### config.mk
export PLATFORM = sky130hd
export DESIGN_NAME = multi_pulse_gen
export DESIGN_NICKNAME = d
export VERILOG_FILES = /design/src/rtl/multi_pulse_pkg.sv /design/src/rtl/multi_pulse_gen_trig_sync.sv /design/src/rtl/multi_pulse_gen.sv
export SDC_FILE = /design/constraint.sdc
export NUM_CORES = 1
export LEC_CHECK = 0
export ABC_CLOCK_PERIOD_IN_PS = 6150
export CORE_MARGIN = 2
export CORE_UTILIZATION = 55
export DETAILED_ROUTE_END_ITERATION = 10
export PLACE_DENSITY = 0.79
export SLEW_MARGIN = 20
export SYNTH_ARGS = -nofsm -noshare
export SYNTH_HDL_FRONTEND = slang
export SYNTH_SLANG_ARGS = --single-unit
### constraint.sdc
create_clock -name clk -period 6.15 [get_ports clk]
set_input_delay 0.9225 -clock clk [delete_from_list [all_inputs] [get_ports clk]]
set_output_delay 0.9225 -clock clk [all_outputs]
set_load 0.005 [all_outputs]
### src/rtl/multi_pulse_pkg.sv
// multi_pulse_pkg
//   Shared definitions for the multi-pulse gate-drive generator:
//   - state_t        : sequencer states (also exported on state_dbg)
//   - DRIVE_ON/OFF   : gate-enable level driven in each phase
//   - phase_drive()  : maps a state to the gate-enable level
//   - cfg_valid()    : decides whether a trigger may start a sequence
package multi_pulse_pkg;

    localparam int CNT_W_DEF  = 16;
    localparam int NUM_W_DEF  = 4;
    localparam int HOLD_W_DEF = 24;

    typedef enum logic [2:0] {
        ST_IDLE       = 3'd0,
        ST_FIRST_HIGH = 3'd1,
        ST_LOW        = 3'd2,
        ST_HIGH       = 3'd3,
        ST_HOLDOFF    = 3'd4
    } state_t;

    localparam logic DRIVE_ON  = 1'b1;
    localparam logic DRIVE_OFF = 1'b0;

    // Only the two high phases enable the gate driver.
    function automatic logic phase_drive(input state_t s);
        case (s)
            ST_FIRST_HIGH, ST_HIGH: return DRIVE_ON;
            default:                return DRIVE_OFF;
        endcase
    endfunction

    // A single pulse needs only a non-zero first width; trains of two or
    // more also need non-zero gap and repeat widths.
    function automatic logic cfg_valid(input logic num_zero,
                                       input logic num_multi,
                                       input logic first_zero,
                                       input logic high_zero,
                                       input logic low_zero);
        return !num_zero && !first_zero && !(num_multi && (high_zero || low_zero));
    endfunction

endpackage

### src/rtl/multi_pulse_gen_trig_sync.sv
// trig_sync
//   Brings the asynchronous trigger into the clk domain through two flops
//   and flags its rising edge.
//   clk   in  system clock
//   rst_n in  asynchronous active-low reset (all flops clear to 0)
//   trig  in  asynchronous trigger
//   rise  out high for one cycle after the synchronised trigger goes 0->1
module trig_sync (
    input  logic clk,
    input  logic rst_n,
    input  logic trig,
    output logic rise
);

    logic sync1;
    logic sync2;
    logic sync2_q;

    always_ff @(posedge clk or negedge rst_n) begin
        if (!rst_n) begin
            sync1   <= 1'b0;
            sync2   <= 1'b0;
            sync2_q <= 1'b0;
        end else begin
            sync1   <= trig;
            sync2   <= sync1;
            sync2_q <= sync2;
        end
    end

    // Both terms are flop outputs, so the edge flag is glitch-free and is
    // seen by the sequencer one edge after sync2 rises.
    assign rise = sync2 & ~sync2_q;

endmodule

### src/rtl/multi_pulse_gen.sv
// multi_pulse_gen
//   On a trigger rising edge emits a train of cfg_num_pulses high pulses
//   (first pulse cfg_first_high wide, then cfg_low gap / cfg_high pulse
//   pairs), followed by a cfg_holdoff lockout before re-arming.
//   clk, rst_n        clock, asynchronous active-low reset
//   trig              asynchronous start request (rising edge)
//   abort             synchronous stop of an active pulse train
//   cfg_*             widths / count / hold-off, latched on an accepted edge
//   pulse_out         registered gate enable
//   busy              high from the first pulse through the end of hold-off
//   done / aborted    one-cycle end-of-train strobes
//   cfg_err           one-cycle strobe, trigger rejected for bad config
//   pulse_idx         1-based index of the current / last high pulse
//   state_dbg         current sequencer state (state_t encoding)
//
//   Handshake: there is no valid/ready pairing; trig is a level whose
//   rising edge is a request, honoured only in IDLE, and done / aborted /
//   cfg_err are single-cycle completion strobes that need no acknowledge.
module multi_pulse_gen
    import multi_pulse_pkg::*;
#(
    parameter int CNT_W  = CNT_W_DEF,
    parameter int NUM_W  = NUM_W_DEF,
    parameter int HOLD_W = HOLD_W_DEF
) (
    input  logic              clk,
    input  logic              rst_n,
    input  logic              trig,
    input  logic              abort,
    input  logic [CNT_W-1:0]  cfg_first_high,
    input  logic [CNT_W-1:0]  cfg_high,
    input  logic [CNT_W-1:0]  cfg_low,
    input  logic [NUM_W-1:0]  cfg_num_pulses,
    input  logic [HOLD_W-1:0] cfg_holdoff,
    output logic              pulse_out,
    output logic              busy,
    output logic              done,
    output logic              aborted,
    output logic              cfg_err,
    output logic [NUM_W-1:0]  pulse_idx,
    output logic [2:0]        state_dbg
);

    state_t              state;
    state_t              state_next;
    logic                trig_rise;
    logic                cfg_ok;

    logic [CNT_W-1:0]    high_q;
    logic [CNT_W-1:0]    low_q;
    logic [NUM_W-1:0]    num_q;
    logic [HOLD_W-1:0]   hold_q;
    logic [CNT_W-1:0]    phase_cnt;
    logic [HOLD_W-1:0]   hold_cnt;

    logic                accept;
    logic                phase_load;
    logic [CNT_W-1:0]    phase_val;
    logic                hold_load;
    logic                idx_first;
    logic                idx_inc;
    logic                done_n;
    logic                aborted_n;
    logic                cfg_err_n;

    trig_sync u_trig_sync (
        .clk   (clk),
        .rst_n (rst_n),
        .trig  (trig),
        .rise  (trig_rise)
    );

    assign cfg_ok = cfg_valid(cfg_num_pulses == '0,
                              cfg_num_pulses > NUM_W'(1),
                              cfg_first_high == '0,
                              cfg_high == '0,
                              cfg_low == '0);

    assign state_dbg = state;

    always_ff @(posedge clk or negedge rst_n) begin
        if (!rst_n) state <= ST_IDLE;
        else        state <= state_next;
    end

    always_comb begin
        state_next = state;
        accept     = 1'b0;
        phase_load = 1'b0;
        phase_val  = '0;
        hold_load  = 1'b0;
        idx_first  = 1'b0;
        idx_inc    = 1'b0;
        done_n     = 1'b0;
        aborted_n  = 1'b0;
        cfg_err_n  = 1'b0;
        case (state)
            ST_IDLE: begin
                if (trig_rise) begin
                    if (cfg_ok) begin
                        accept     = 1'b1;
                        state_next = ST_FIRST_HIGH;
                        phase_load = 1'b1;
                        phase_val  = cfg_first_high - CNT_W'(1);
                        idx_first  = 1'b1;
                    end else begin
                        cfg_err_n = 1'b1;
                    end
                end
            end
            ST_FIRST_HIGH, ST_LOW, ST_HIGH: begin
                // abort outranks a phase ending in the same cycle
                if (abort) begin
                    aborted_n = 1'b1;
                end else if (phase_cnt == '0) begin
                    if (state == ST_LOW) begin
                        state_next = ST_HIGH;
                        phase_load = 1'b1;
                        phase_val  = high_q - CNT_W'(1);
                        idx_inc    = 1'b1;
                    end else if (pulse_idx == num_q) begin
                        done_n = 1'b1;
                    end else begin
                        state_next = ST_LOW;
                        phase_load = 1'b1;
                        phase_val  = low_q - CNT_W'(1);
                    end
                end
                if (done_n || aborted_n) begin
                    if (hold_q == '0) begin
                        state_next = ST_IDLE;
                    end else begin
                        state_next = ST_HOLDOFF;
                        hold_load  = 1'b1;
                    end
                end
            end
            ST_HOLDOFF: begin
                if (hold_cnt == '0) state_next = ST_IDLE;
            end
            default: state_next = ST_IDLE;
        endcase
    end

    always_ff @(posedge clk or negedge rst_n) begin
        if (!rst_n) begin
            high_q    <= '0;
            low_q     <= '0;
            num_q     <= '0;
            hold_q    <= '0;
            phase_cnt <= '0;
            hold_cnt  <= '0;
            pulse_idx <= '0;
            pulse_out <= 1'b0;
            busy      <= 1'b0;
            done      <= 1'b0;
            aborted   <= 1'b0;
            cfg_err   <= 1'b0;
        end else begin
            if (accept) begin
                high_q <= cfg_high;
                low_q  <= cfg_low;
                num_q  <= cfg_num_pulses;
                hold_q <= cfg_holdoff;
            end
            // counters load width-1 and stop at zero
            if (phase_load)            phase_cnt <= phase_val;
            else if (phase_cnt != '0)  phase_cnt <= phase_cnt - CNT_W'(1);
            if (hold_load)             hold_cnt  <= hold_q - HOLD_W'(1);
            else if (hold_cnt != '0)   hold_cnt  <= hold_cnt - HOLD_W'(1);
            if (idx_first)             pulse_idx <= NUM_W'(1);
            else if (idx_inc)          pulse_idx <= pulse_idx + NUM_W'(1);
            pulse_out <= phase_drive(state_next);
            // the end-of-train strobe cycle still counts as busy, even when
            // a zero hold-off returns straight to IDLE
            busy      <= (state_next != ST_IDLE) || done_n || aborted_n;
            done      <= done_n;
            aborted   <= aborted_n;
            cfg_err   <= cfg_err_n;
        end
    end

endmodule

After elaboration in Yosys (flattened, before gate mapping). Cells that the tools add are included. W data, S select, Z words.

Reductions and logical operators: 26. Muxes and demuxes: 51. Bitwise logic cells: 2. Shifts and indexed selects: 0. Div/mod/pow operators: 0. Order comparisons: 1. Eq/ne operators: 7. $mul: 0. Add/sub/neg operators: 7.

Operator list (count): $mux W16 (8); $logic_not A16 Y1 (4); $sub A16 B1 Y16 const B (4); $logic_not A24 Y1 (2); $mux W24 (2); $sub A24 B1 Y24 const B (2); $pmux W16 S2 (1); $mux W1 (27); $mux W3 (9); $reduce_bool A24 Y1 (1); $reduce_bool A16 Y1 (1); $eq A3 B2 Y1 const B (3); $pmux W3 S3 (1); $mux W4 (2); $eq A3 B1 Y1 const B (2); $reduce_bool A2 Y1 (3); $add A4 B1 Y4 const B (1); $eq A4 B4 Y1 (1); $gt A4 B1 Y1 const B (1); $logic_not A4 Y1 (1); $logic_or A1 B1 Y1 (4); $eq A3 B3 Y1 const B (1); $logic_and A1 B1 Y1 (3); $logic_not A1 Y1 (3); 7 further kinds (7).

ROM bits: 0. Input port bits: 80. Flip-flop bits (word level): 115. Bits in latches: 0. Output and inout port bits: 12. Word-level logic and storage cells: 110. Memory bits (writable): 0. Memories kept: 0.

Longest topological paths before layout. Gate-level depths: netlist of the first run.

Depth in word-level cells: 12. Gate-level depth with buffers: 19. Mapped depth without buffers: 15.

Cells and area by module. Synthesis of the first run repeated with hierarchy kept, for this count alone.

Cell total of the unflattened synthesis: 829. Area, all modules: 6841.6 um^2.

Modules (own cells, without submodules): multi_pulse_gen (area each 6752.7 um^2, cells an instance 825, seq. area each 2802.7 um^2, instances 1); trig_sync (area each 88.8 um^2, cells an instance 4, seq. area each 75.1 um^2, instances 1).

Worst setup path after synthesis of the first run. Ideal clock, no wire load.

Path type: reg-to-reg. From: reg phase_cnt[7]. To: reg hold_cnt[20]. Path buffers: 4. Clock period less this slack: 4341 ps. Cell stages (with the launch flop): 18. Arrival time: 4254 ps. Setup time: 87 ps. Slack: 1809 ps. Cells stage by stage: dfrtp_1 -> or4_4 -> or4_1 -> buf_2 -> o31ai_4 -> nand2_1 -> clkbuf_1 -> clkbuf_1 -> mux2i_1 -> ha_1 -> clkbuf_1 -> nand2b_1 -> nor4_1 -> nand2_1 -> nor3_1 -> mux2i_1 -> or3_1 -> o211ai_1.

Cells in the longest elaborated chain, start to end: 8. Elaborated cells between the ends (all ways): 9.

RTL lines: from (decl) (RTL line multi_pulse_gen.sv:53) `logic [CNT_W-1:0] phase_cnt;`; from (signal assigned) (RTL line multi_pulse_gen.sv:167) `if (phase_load) phase_cnt <= phase_val;`; from (signal assigned) (RTL line multi_pulse_gen.sv:168) `else if (phase_cnt != '0) phase_cnt <= phase_cnt - CNT_W'(1);`; $logic_not A16 Y1 (*) (RTL line multi_pulse_gen.sv:115) `end else if (phase_cnt == '0) begin`; $mux W1 (*) (RTL line multi_pulse_gen.sv:115); $mux W1 (*) (RTL line multi_pulse_gen.sv:113) `if (abort) begin`; $mux W1 (*) (RTL line multi_pulse_gen.sv:97) `case (state)`; $logic_or A1 B1 Y1 (*) (RTL line multi_pulse_gen.sv:129) `if (done_n || aborted_n) begin`; $mux W1 (*) (RTL line multi_pulse_gen.sv:129); $mux W1 (*) (RTL line multi_pulse_gen.sv:97); $mux W24 or $reduce_bool A2 Y1 (tied branches); to (signal assigned) (RTL line multi_pulse_gen.sv:169) `if (hold_load) hold_cnt <= hold_q - HOLD_W'(1);`; to (signal assigned) (RTL line multi_pulse_gen.sv:170) `else if (hold_cnt != '0) hold_cnt <= hold_cnt - HOLD_W'(1);`; to (decl) (RTL line multi_pulse_gen.sv:54) `logic [HOLD_W-1:0] hold_cnt;`.

Every way passes the cells marked *; elsewhere a longest branch is shown, timed or not. The select of a mux whose other input is x is not followed. A chain may end at the register's enable or synchronous reset.

Worst setup path in the final report of the first run.
From: reg phase_cnt[0]. To: reg hold_cnt[20].

Same word-level chain as after synthesis.

==> Implementation_results.wiki, run 1 <==
{| class="wikitable"
! Metric !! Value
|-
| Setup repair after global routing missed its margin || false
|-
| Cell area reported after detailed placement || 7650 um2
|-
| Total nets after synthesis || 768
|-
| Largest net degree at the start of global routing || 82
|-
| Number of buffers on the longest clock path || 2
|-
| Met2 layer wire length in the routed design || 8.69 mm
|-
| Root Buffer || sky130_fd_sc_hd__clkbuf_16
|-
| H-tree depth reported by CTS || 4
|-
| Std cell rows || 40
|-
| Number of hold buffers added after cts || 0
|-
| Total routed wirelength || 17.4 mm
|-
| Required time at the worst-slack endpoint || 6.47 ns
|-
| DR top layer || met4
|-
| Pins Over Slew Limit || 0
|-
| Highest Clock Rate || 0.212 GHz
|-
| Crit-path leading delay family || simple AND/OR/NAND/NOR gates
|-
| Worst-Margin Slew || 0.938 ns
|-
| Crit. End Element || register
|-
| Endpoint of the worst register-to-register path || hold_cnt[20]
|-
| HPWL after DPL || 12.4 mm
|-
| Post-layout instance area || 8330 um2
|-
| Via density || 6.14
|-
| Shortest period the worst path allows || 4.71 ns
|-
| Insertion delay to the later sink of the worst-skew pair || 0.41 ns
|-
| Crit Path Max Fanout || 11
|-
| Global-route wire length before repair || 28.4 mm
|-
| Startpoint of the most critical hold path || u_trig_sync.sync1
|-
| Most common flop cell mapped by yosys || sky130_fd_sc_hd__dfrtp_1
|-
| Met1 WL || 7.20 mm
|-
| Clock tree from TritonCTS || done
|-
| Top library cells by usage in the layout, fill and taps aside || 115 x sky130_fd_sc_hd__dfrtp_1, 90 x sky130_fd_sc_hd__clkdlybuf4s50_1, 64 x sky130_fd_sc_hd__nor2_1
|-
| Maxcap violations || 0
|-
| Number of top-level pins || 92
|-
| Commonest non-fill, non-tap cell in the layout || sky130_fd_sc_hd__dfrtp_1
|-
| Largest stage delay on the critical path || 0.57 ns
|-
| Number of enable-type register cells in the synthesized netlist || 0
|-
| Register area share after synthesis || 0.435
|-
| Congestion Overflow GR || 0
|-
| Die X-Extent || 114 um
|-
| Gate count after technology mapping || 681
|-
| Length of the first detailed-routing pass in iterations || 5
|-
| Count of synthesis-stage warnings from yosys || 0
|-
| ANT cells || 0
|-
| Number of sinks driven by the clock tree || 115
|-
| Mean Syn Cell Area || 9.71 um2
|-
| Critical path, cell by cell || inv_1 -> ha_1 -> or3b_2 -> or4_1 -> o31ai_4 -> nand2_1 -> mux2i_1 -> ha_1 -> nand2b_1 -> nor4_1 -> nand2_1 -> nor3_1 -> mux2i_1 -> or3_1 -> o211ai_1
|-
| CP Buf/Inv Count || 1
|-
| Post-CTS Setup Repair Bufs || 0
|-
| Number of antenna violations at the first check in global routing || 0
|-
| Worst-path clk slew || 0.05 ns
|-
| Slowest library cell on the worst path || sky130_fd_sc_hd__or4_1
|-
| Number of DRC violations after detailed-routing iteration 0 || 464
|-
| Element type at the critical path start || register
|-
| Status || completed
|-
| Worst hold endpoint || u_trig_sync.sync2
|-
| Unique cell type count in the Yosys netlist || 51
|-
| Num CTS Buffers || 17
|-
| Fillers || 908
|-
| Count of cells resized by post-cts repair || 0
|-
| Initial standard-cell utilization of the core || 0.557
|-
| Number of endpoints failing setup at the final stage || 0
|-
| Nets || 857
|-
| Area growth from synthesis to layout || 26.0%
|-
| Class of the tightest hold or removal check || register to register
|-
| Depth of the worst hold-timing path || 0
|-
| Power density normalized to cell area || 460 nW/um2
|-
| R2r worst-path depth || 15
|-
| Total Die Area || 12900 um2
|-
| Floorplan core area || 11900 um2
|-
| # port buffers || 91
|-
| Via count of the first global-routing pass || 5741
|-
| Flop-to-flop setup slack || 1.44 ns
|-
| Chip Height || 114 um
|-
| Static leakage || 3.29 nW
|-
| Endpoints failing hold || 0
|-
| Post-route setup TNS || 0 ns
|-
| Synthesis-stage register bit count || 115
|-
| FFs w/ async S/R, synth || 1.00
|-
| Maximum resistive drop on vdd || 0.267 mV
|-
| Global router's overall resource usage || 0.281
|-
| Per-cell routed wire length || 18.7 um
|-
| Layout cell share with drive strength beyond 1 || 0.138
|-
| Setup skew after layout || 0.00824 ns
|-
| Worst-case headroom to the max-slew limit || 0.369
|-
| Share of the clock period used by the worst path || 0.766
|-
| Post-Route Hold Slack || 0.360 ns
|-
| DR DRC count || 0
|-
| Critical path start-end classification || register to register
|-
| Antenna-violating nets left || 0
|-
| Data arrival time at the worst-slack endpoint || 5.03 ns
|-
| Vias after detailed routing || 5710
|-
| Detail Route met3 WL || 1.20 mm
|-
| Post-synth design cell area || 6610 um2
|-
| Launch instance of the worst register-to-register path || phase_cnt[0]
|-
| Gp weighted congestion || 0.938
|}
[cells by family after synthesis]
logic type / synth area share
AO/OA/AOI/OAI: 0.0882
adder cells (fa/ha/maj): 0.0132
flip-flops: 0.435
buffers and inverters: 0.0218
XOR/XNOR: 0.111
multiplexers: 0.111
AND/OR/NAND/NOR: 0.219
[Yosys cell counts (all sizes together) (4+ instances only)]
cell type | instances | area [um2]
nor4 | 24 | 150
or4 | 21 | 161
nor2b | 4 | 25.0
nand4 | 8 | 50.1
xnor2 | 38 | 333
nor2 | 64 | 240
o21ai | 30 | 150
a211oi | 5 | 37.5
inv | 11 | 41.3
a31oi | 4 | 25.0
nand2b | 6 | 37.5
nor3b | 4 | 30.0
or2 | 5 | 31.3
mux2 | 58 | 653
nand3b | 6 | 45.0
a21oi | 33 | 169
mux2i | 8 | 80.1
dfrtp | 115 | 2880
o211ai | 7 | 52.6
nor3 | 42 | 210
nand3 | 18 | 90.1
ha | 7 | 87.6
nand2 | 51 | 191
clkbuf | 23 | 86.3
xor2 | 46 | 403
or3 | 11 | 68.8
[state kept, by name, indices dropped and copies added, names as in the netlist]
register	cells
u_trig_sync.sync2_q	1
hold_cnt	24
low_q	16
u_trig_sync.sync2	1
state_dbg	3
busy	1
num_q	4
hold_q	24
u_trig_sync.sync1	1
aborted	1
pulse_idx	4
cfg_err	1
high_q	16
done	1
phase_cnt	16
pulse_out	1
[metal layers]
metal  track usage  vias up
met2         0.479      232
met5             0        -
li1              -     2651
met4        0.0837        0
met3        0.0712       33
met1         0.355     2794
[final cells by class]
class / count / area, um2 / share of cell area
inverter: 11 / 41.3 / 0.00496
multi-input combinational: 530 / 3610 / 0.434
timing repair buffer: 95 / 958 / 0.115
tap: 147 / 184 / 0.0221
clock buffer: 22 / 474 / 0.0570
sequential: 115 / 2880 / 0.346
clock inverter: 10 / 178 / 0.0213
[worst max path at each step]
| stage | slack (ns) | to | from | cells past startpoint |
|---|---|---|---|---|
| after CTS | 1.51 | hold_cnt[20] | phase_cnt[0] | 15 |
| final | 1.44 | hold_cnt[20] | phase_cnt[0] | 15 |
| after floorplan | 1.81 | hold_cnt[20] | phase_cnt[7] | 17 |
| after global placement | 1.90 | phase_cnt[1] | cfg_first_high[0] | 11 |
| after detailed placement | 1.64 | hold_cnt[20] | phase_cnt[0] | 15 |
| after global routing | 1.14 | hold_cnt[20] | phase_cnt[1] | 15 |
[report_power, final]
| part | switching [mW] | leakage (nW) | total [mW] | internal, mW |
|---|---|---|---|---|
| clock network | 0.343 | 0.320 | 1.09 | 0.748 |
| registers | 0.417 | 1.38 | 1.52 | 1.10 |
| logic | 0.586 | 1.59 | 1.22 | 0.637 |
[metrics by stage]
step	utilization	power (mW)	instances	worst slack (ns)
after detailed placement	0.645	2.70	897	1.64
final	0.702	3.83	930	1.44
after global placement	0.645	2.62	897	1.90
after global routing	0.702	4.06	930	1.14
after CTS	0.700	3.82	929	1.51
after floorplan	-	2.29	681	1.81
Note: power is estimated with default switching activity, not from simulation.
==> inputs of run 2 (changes only) <==
--- a/config.mk
+++ b/config.mk
@@ -5,7 +5,7 @@
 export SDC_FILE = /design/constraint.sdc
 export NUM_CORES = 1
 export LEC_CHECK = 0
-export ABC_CLOCK_PERIOD_IN_PS = 6150
+export ABC_CLOCK_PERIOD_IN_PS = 4900
 export CORE_MARGIN = 2
 export CORE_UTILIZATION = 55
 export DETAILED_ROUTE_END_ITERATION = 10
==> constraint.sdc (replaced) <==
create_clock -name clk -period 4.9 [get_ports clk]
set_input_delay 0.735 -clock clk [delete_from_list [all_inputs] [get_ports clk]]
set_output_delay 0.735 -clock clk [all_outputs]
set_load 0.005 [all_outputs]
==> Implementation_results.wiki, run 2 (same netlist as run 1, synthesis figures left out) <==
{| class="wikitable"
! Metric !! Value
|-
| Post-route setup TNS || 0 ns
|-
| DR DRC count || 0
|-
| Number of sinks driven by the clock tree || 115
|-
| Shortest period the worst path allows || 4.38 ns
|-
| Global router's overall resource usage || 0.281
|-
| Count of cells resized by post-cts repair || 0
|-
| Largest stage delay on the critical path || 0.58 ns
|-
| Number of hold buffers added after cts || 0
|-
| Area growth from synthesis to layout || 25.6%
|-
| Vias after detailed routing || 5703
|-
| ANT cells || 0
|-
| Depth of the worst hold-timing path || 0
|-
| Pre-CTS worst setup slack || 0.655 ns
|-
| Total Die Area || 12900 um2
|-
| Setup skew after layout || 0.0111 ns
|-
| Insertion delay to the later sink of the worst-skew pair || 0.42 ns
|-
| # port buffers || 91
|-
| Static leakage || 3.29 nW
|-
| Largest net degree at the start of global routing || 71
|-
| Std cell rows || 40
|-
| Worst Slack Setup Final || 0.524 ns
|-
| Per-cell routed wire length || 18.4 um
|-
| Total power after layout || 4.68 mW
|-
| Critical path, cell by cell || inv_1 -> ha_1 -> or3b_2 -> or4_1 -> o31ai_4 -> nand2_1 -> buf_4 -> mux2i_1 -> ha_1 -> nand2b_1 -> nor4_1 -> nand2_1 -> nor3_1 -> mux2i_1 -> or3_1 -> o211ai_1
|-
| Pins Over Slew Limit || 0
|-
| Startpoint of the most critical hold path || u_trig_sync.sync1
|-
| Number of top-level pins || 92
|-
| Worst-case headroom to the max-slew limit || 0.411
|-
| Worst-Margin Slew || 0.884 ns
|-
| Crit. End Element || register
|-
| Endpoints failing hold || 0
|-
| Number of DRC violations after detailed-routing iteration 0 || 391
|-
| Class of the tightest hold or removal check || register to register
|-
| H-tree depth reported by CTS || 4
|-
| Data arrival time at the worst-slack endpoint || 4.71 ns
|-
| Chip Height || 114 um
|-
| Number of endpoints failing setup at the final stage || 0
|-
| Worst hold endpoint || u_trig_sync.sync2
|-
| Layout cell share with drive strength beyond 1 || 0.144
|-
| Gp weighted congestion || 0.949
|-
| Top library cells by usage in the layout, fill and taps aside || 115 x sky130_fd_sc_hd__dfrtp_1, 90 x sky130_fd_sc_hd__clkdlybuf4s50_1, 64 x sky130_fd_sc_hd__nor2_1
|-
| Root Buffer || sky130_fd_sc_hd__clkbuf_16
|-
| Via count of the first global-routing pass || 5725
|-
| Leading registers by flop count || hold_cnt (24), hold_q (24)
|-
| Cell area reported after detailed placement || 7710 um2
|-
| CP Buf/Inv Count || 2
|-
| Status || completed
|-
| Number of buffers on the longest clock path || 2
|-
| Nets || 862
|-
| First element of the critical path || phase_cnt[0]
|-
| Length of the first detailed-routing pass in iterations || 8
|-
| Clock tree from TritonCTS || done
|-
| Floorplan core area || 11900 um2
|-
| Post-layout instance area || 8300 um2
|-
| Maximum resistive drop on vdd || 0.350 mV
|-
| Total routed wirelength || 17.2 mm
|-
| Critical path start-end classification || register to register
|-
| Share of the clock period used by the worst path || 0.893
|-
| Antenna-violating nets left || 0
|-
| Die X-Extent || 114 um
|-
| Utilization of the core after routing || 0.700
|-
| HPWL after DPL || 12.5 mm
|-
| Crit Path Max Fanout || 17
|-
| Num CTS Buffers || 17
|-
| Worst-path clk slew || 0.05 ns
|-
| Post-CTS Setup Repair Bufs || 0
|-
| Required time at the worst-slack endpoint || 5.23 ns
|-
| Setup repair after global routing missed its margin || false
|-
| Commonest non-fill, non-tap cell in the layout || sky130_fd_sc_hd__dfrtp_1
|-
| Via density || 6.11
|-
| Launch instance of the worst register-to-register path || phase_cnt[0]
|-
| Global-route wire length before repair || 28.5 mm
|-
| Power density normalized to cell area || 564 nW/um2
|-
| Highest Clock Rate || 0.229 GHz
|-
| Congestion Overflow GR || 0
|-
| Crit-path leading delay family || simple AND/OR/NAND/NOR gates
|-
| Flop-to-flop setup slack || 0.52 ns
|-
| Initial standard-cell utilization of the core || 0.557
|-
| Slowest library cell on the worst path || sky130_fd_sc_hd__or4_1
|-
| Element type at the critical path start || register
|-
| R2r worst-path depth || 16
|-
| Maxcap violations || 0
|-
| Number of antenna violations at the first check in global routing || 0
|-
| Endpoint of the worst register-to-register path || hold_cnt[20]
|}
==> run 2: per-layer routing <==
layer	vias up	track usage	part of all wire
met1	2775	0.368	0.42
met3	38	0.0739	0.072
met4	0	0.0919	0.021
met5	-	0	0
li1	2656	-	-
met2	234	0.459	0.49
==> run 2: power breakdown <==
group	internal (mW)	total, mW	switching, mW
registers	1.38	1.90	0.514
logic	0.811	1.55	0.735
clock network	0.803	1.24	0.432
total	3.00	4.68	1.68
==> run 2: through the flow <==
| step | hold WS, ns | instances |
|---|---|---|
| 2_1_floorplan | 0.331 | 681 |
| 3_3_place_gp | 0.335 | 903 |
| 3_5_place_dp | 0.340 | 903 |
| 4_1_cts | 0.353 | 934 |
| 5_1_grt | 0.365 | 934 |
| 6_report | 0.356 | 934 |
==> run 2: how the worst max path moves through the flow <==
stage,endpoint,cells after the start
floorplan,hold_cnt[20],17
global placement,hold_cnt[20],14
detailed placement,hold_cnt[20],14
CTS,hold_cnt[20],16
global route,hold_cnt[20],16
finish,hold_cnt[20],16
==> run 2: layout make-up <==
class                           count  area, um2
Tap cell                          147        184
Fill cell                         884       3560
Clock buffer                       20        447
Inverter                           11       41.3
Timing Repair Buffer              100       1000
Multi-Input combinational cell    530       3610
Clock inverter                     11        136
Sequential cell                   115       2880
==> run 2: worst register-to-register path: cells and delay by family, from the launching register on <==
family,cells,cell delay (ns)
adder cells (fa/ha/maj),2,0.41
AND/OR/NAND/NOR,8,2.42
AO/OA/AOI/OAI,2,0.37
buffers and inverters,2,0.35
multiplexers,2,0.36
flip-flops,1,0.40
==> inputs of run 3 (changes only) <==
--- a/config.mk
+++ b/config.mk
@@ -7,9 +7,10 @@
 export LEC_CHECK = 0
 export ABC_CLOCK_PERIOD_IN_PS = 4900
 export CORE_MARGIN = 2
-export CORE_UTILIZATION = 55
+export CORE_UTILIZATION = 40
 export DETAILED_ROUTE_END_ITERATION = 10
-export PLACE_DENSITY = 0.79
+export GPL_ROUTABILITY_DRIVEN = 1
+export PLACE_DENSITY = 0.6
 export SLEW_MARGIN = 20
 export SYNTH_ARGS = -nofsm -noshare
 export SYNTH_HDL_FRONTEND = slang
==> Implementation_results.wiki, run 3 (same netlist as run 1, synthesis figures left out) <==
{| class="wikitable"
! Metric !! Value
|-
| Status || completed
|-
| Setup skew after layout || 0.00860 ns
|-
| Largest net degree at the start of global routing || 78
|-
| ANT cells || 0
|-
| Total routed wirelength || 17.5 mm
|-
| Commonest non-fill, non-tap cell in the layout || sky130_fd_sc_hd__dfrtp_1
|-
| Number of sinks driven by the clock tree || 115
|-
| Multi-input combinational cell area || 3610 um2
|-
| Area of all sequential standard cells || 2880 um2
|-
| Static leakage || 3.30 nW
|-
| Floorplan core area || 16000 um2
|-
| Total power after layout || 4.87 mW
|-
| Global-route wire length before repair || 29.0 mm
|-
| Post-route setup TNS || 0 ns
|-
| Critical path start-end classification || register to register
|-
| Fillers || 1467
|-
| Via density || 5.49
|-
| Number of buffers on the longest clock path || 2
|-
| Worst-path clk slew || 0.06 ns
|-
| Number of antenna violations at the first check in global routing || 0
|-
| Endpoint of the worst register-to-register path || hold_cnt[20]
|-
| Initial standard-cell utilization of the core || 0.413
|-
| Number of endpoints failing setup at the final stage || 0
|-
| Congestion Overflow GR || 0
|-
| Gp weighted congestion || 0.872
|-
| Class of the tightest hold or removal check || input port to async pin
|-
| Slowest library cell on the worst path || sky130_fd_sc_hd__or4_1
|-
| Flop-to-flop setup slack || 0.45 ns
|-
| Worst Slack Setup Final || 0.450 ns
|-
| Number of DRC violations after detailed-routing iteration 0 || 346
|-
| Crit. End Element || register
|-
| Count of cells resized by post-cts repair || 0
|-
| Pins Over Slew Limit || 0
|-
| Insertion delay to the later sink of the worst-skew pair || 0.42 ns
|-
| Top library cells by usage in the layout, fill and taps aside || 115 x sky130_fd_sc_hd__dfrtp_1, 90 x sky130_fd_sc_hd__clkdlybuf4s50_1, 64 x sky130_fd_sc_hd__nor2_1
|-
| Chip Height || 133 um
|-
| Post-Route Hold Slack || 0.337 ns
|-
| Std cell rows || 46
|-
| Layout cell share with drive strength beyond 1 || 0.140
|-
| Nets || 859
|-
| Power density normalized to cell area || 576 nW/um2
|-
| Crit Path Max Fanout || 11
|-
| Highest Clock Rate || 0.225 GHz
|-
| Area growth from synthesis to layout || 27.9%
|-
| Global router's overall resource usage || 0.207
|-
| Data arrival time at the worst-slack endpoint || 4.78 ns
|-
| Per-cell routed wire length || 17.5 um
|-
| # port buffers || 91
|-
| Num CTS Buffers || 17
|-
| Root Buffer || sky130_fd_sc_hd__clkbuf_16
|-
| Number of hold buffers added after cts || 0
|-
| Required time at the worst-slack endpoint || 5.23 ns
|-
| Clock tree from TritonCTS || done
|-
| CP Buf/Inv Count || 2
|-
| DR DRC count || 0
|-
| Critical path, cell by cell || inv_1 -> ha_1 -> or3b_2 -> or4_1 -> o31ai_4 -> nand2_1 -> mux2i_1 -> ha_1 -> buf_4 -> nand2b_1 -> nor4_1 -> nand2_1 -> nor3_1 -> mux2i_1 -> or3_1 -> o211ai_1
|-
| Die X-Extent || 133 um
|-
| Vias after detailed routing || 5497
|-
| HPWL after DPL || 12.9 mm
|-
| H-tree depth reported by CTS || 4
|-
| Maximum resistive drop on vdd || 0.325 mV
|-
| Largest stage delay on the critical path || 0.57 ns
|-
| Launch instance of the worst register-to-register path || phase_cnt[0]
|-
| R2r worst-path depth || 16
|-
| CP Depth || 16
|-
| Pre-CTS worst setup slack || 0.578 ns
|-
| Setup repair after global routing missed its margin || false
|-
| Maxcap violations || 0
|-
| Number of top-level pins || 92
|-
| Post-CTS Setup Repair Bufs || 0
|-
| Length of the first detailed-routing pass in iterations || 5
|-
| Via count of the first global-routing pass || 5596
|-
| Antenna-violating nets left || 0
|-
| Leading registers by flop count || hold_cnt (24), hold_q (24)
|-
| Endpoints failing hold || 0
|-
| Worst-case headroom to the max-slew limit || 0.334
|-
| Shortest period the worst path allows || 4.45 ns
|-
| Crit-path leading delay family || simple AND/OR/NAND/NOR gates
|-
| Worst-Margin Slew || 0.989 ns
|-
| Total Die Area || 17600 um2
|-
| Element type at the critical path start || register
|-
| Share of the clock period used by the worst path || 0.908
|}
## run 3: cell types whose count changed in the layout (fill, tap and decap cells not counted)
cell | before | now
sky130_fd_sc_hd__clkbuf_8 | 1 | 0
sky130_fd_sc_hd__buf_4 | 8 | 5
sky130_fd_sc_hd__bufinv_16 | 3 | 7
sky130_fd_sc_hd__nor4_2 | 1 | 0
sky130_fd_sc_hd__clkinvlp_4 | 1 | 5
sky130_fd_sc_hd__nor4_1 | 23 | 24
sky130_fd_sc_hd__clkinv_2 | 6 | 0
sky130_fd_sc_hd__buf_12 | 2 | 1
sky130_fd_sc_hd__buf_6 | 0 | 1
## run 3: how the worst max path moves through the flow
stage	startpoint	end	slack, ns
floorplan	phase_cnt[7]	hold_cnt[20]	0.56
global placement	phase_cnt[7]	hold_cnt[20]	0.73
detailed placement	phase_cnt[0]	hold_cnt[20]	0.58
CTS	phase_cnt[0]	hold_cnt[20]	0.51
global route	phase_cnt[0]	hold_cnt[20]	0.13
finish	phase_cnt[0]	hold_cnt[20]	0.45
## run 3: final cells by class
type | instances | area share
multi-input cells | 530 | 0.427
flip-flops and latches | 115 | 0.340
repair buffers | 97 | 0.115
clock buffers | 19 | 0.0512
well taps | 216 | 0.0320
clock inverters | 13 | 0.0303
inverters | 11 | 0.00488
## run 3: routing by layer
layer,wire [um],global-route usage,vias to the layer above
met5,0,0,-
met4,208,0.0597,0
met3,800,0.0483,19
met2,8350,0.341,122
met1,8120,0.273,2702
li1,-,-,2654
## run 3: where the power goes
part           leakage, nW  internal [mW]  switching (mW)
Clock                0.316           1.00           0.454
Combinational         1.60          0.801           0.718
Sequential            1.38           1.38           0.508
Total                 3.30           3.19            1.68
## run 3: stage by stage
stage          instance area (um2)   util  cells
5_1_grt                       8450  0.528   1001
6_report                      8450  0.528   1001
4_1_cts                       8450  0.528   1001
3_3_place_gp                  7760  0.485    969
2_1_floorplan                 6610      -    681
3_5_place_dp                  7760  0.485    969
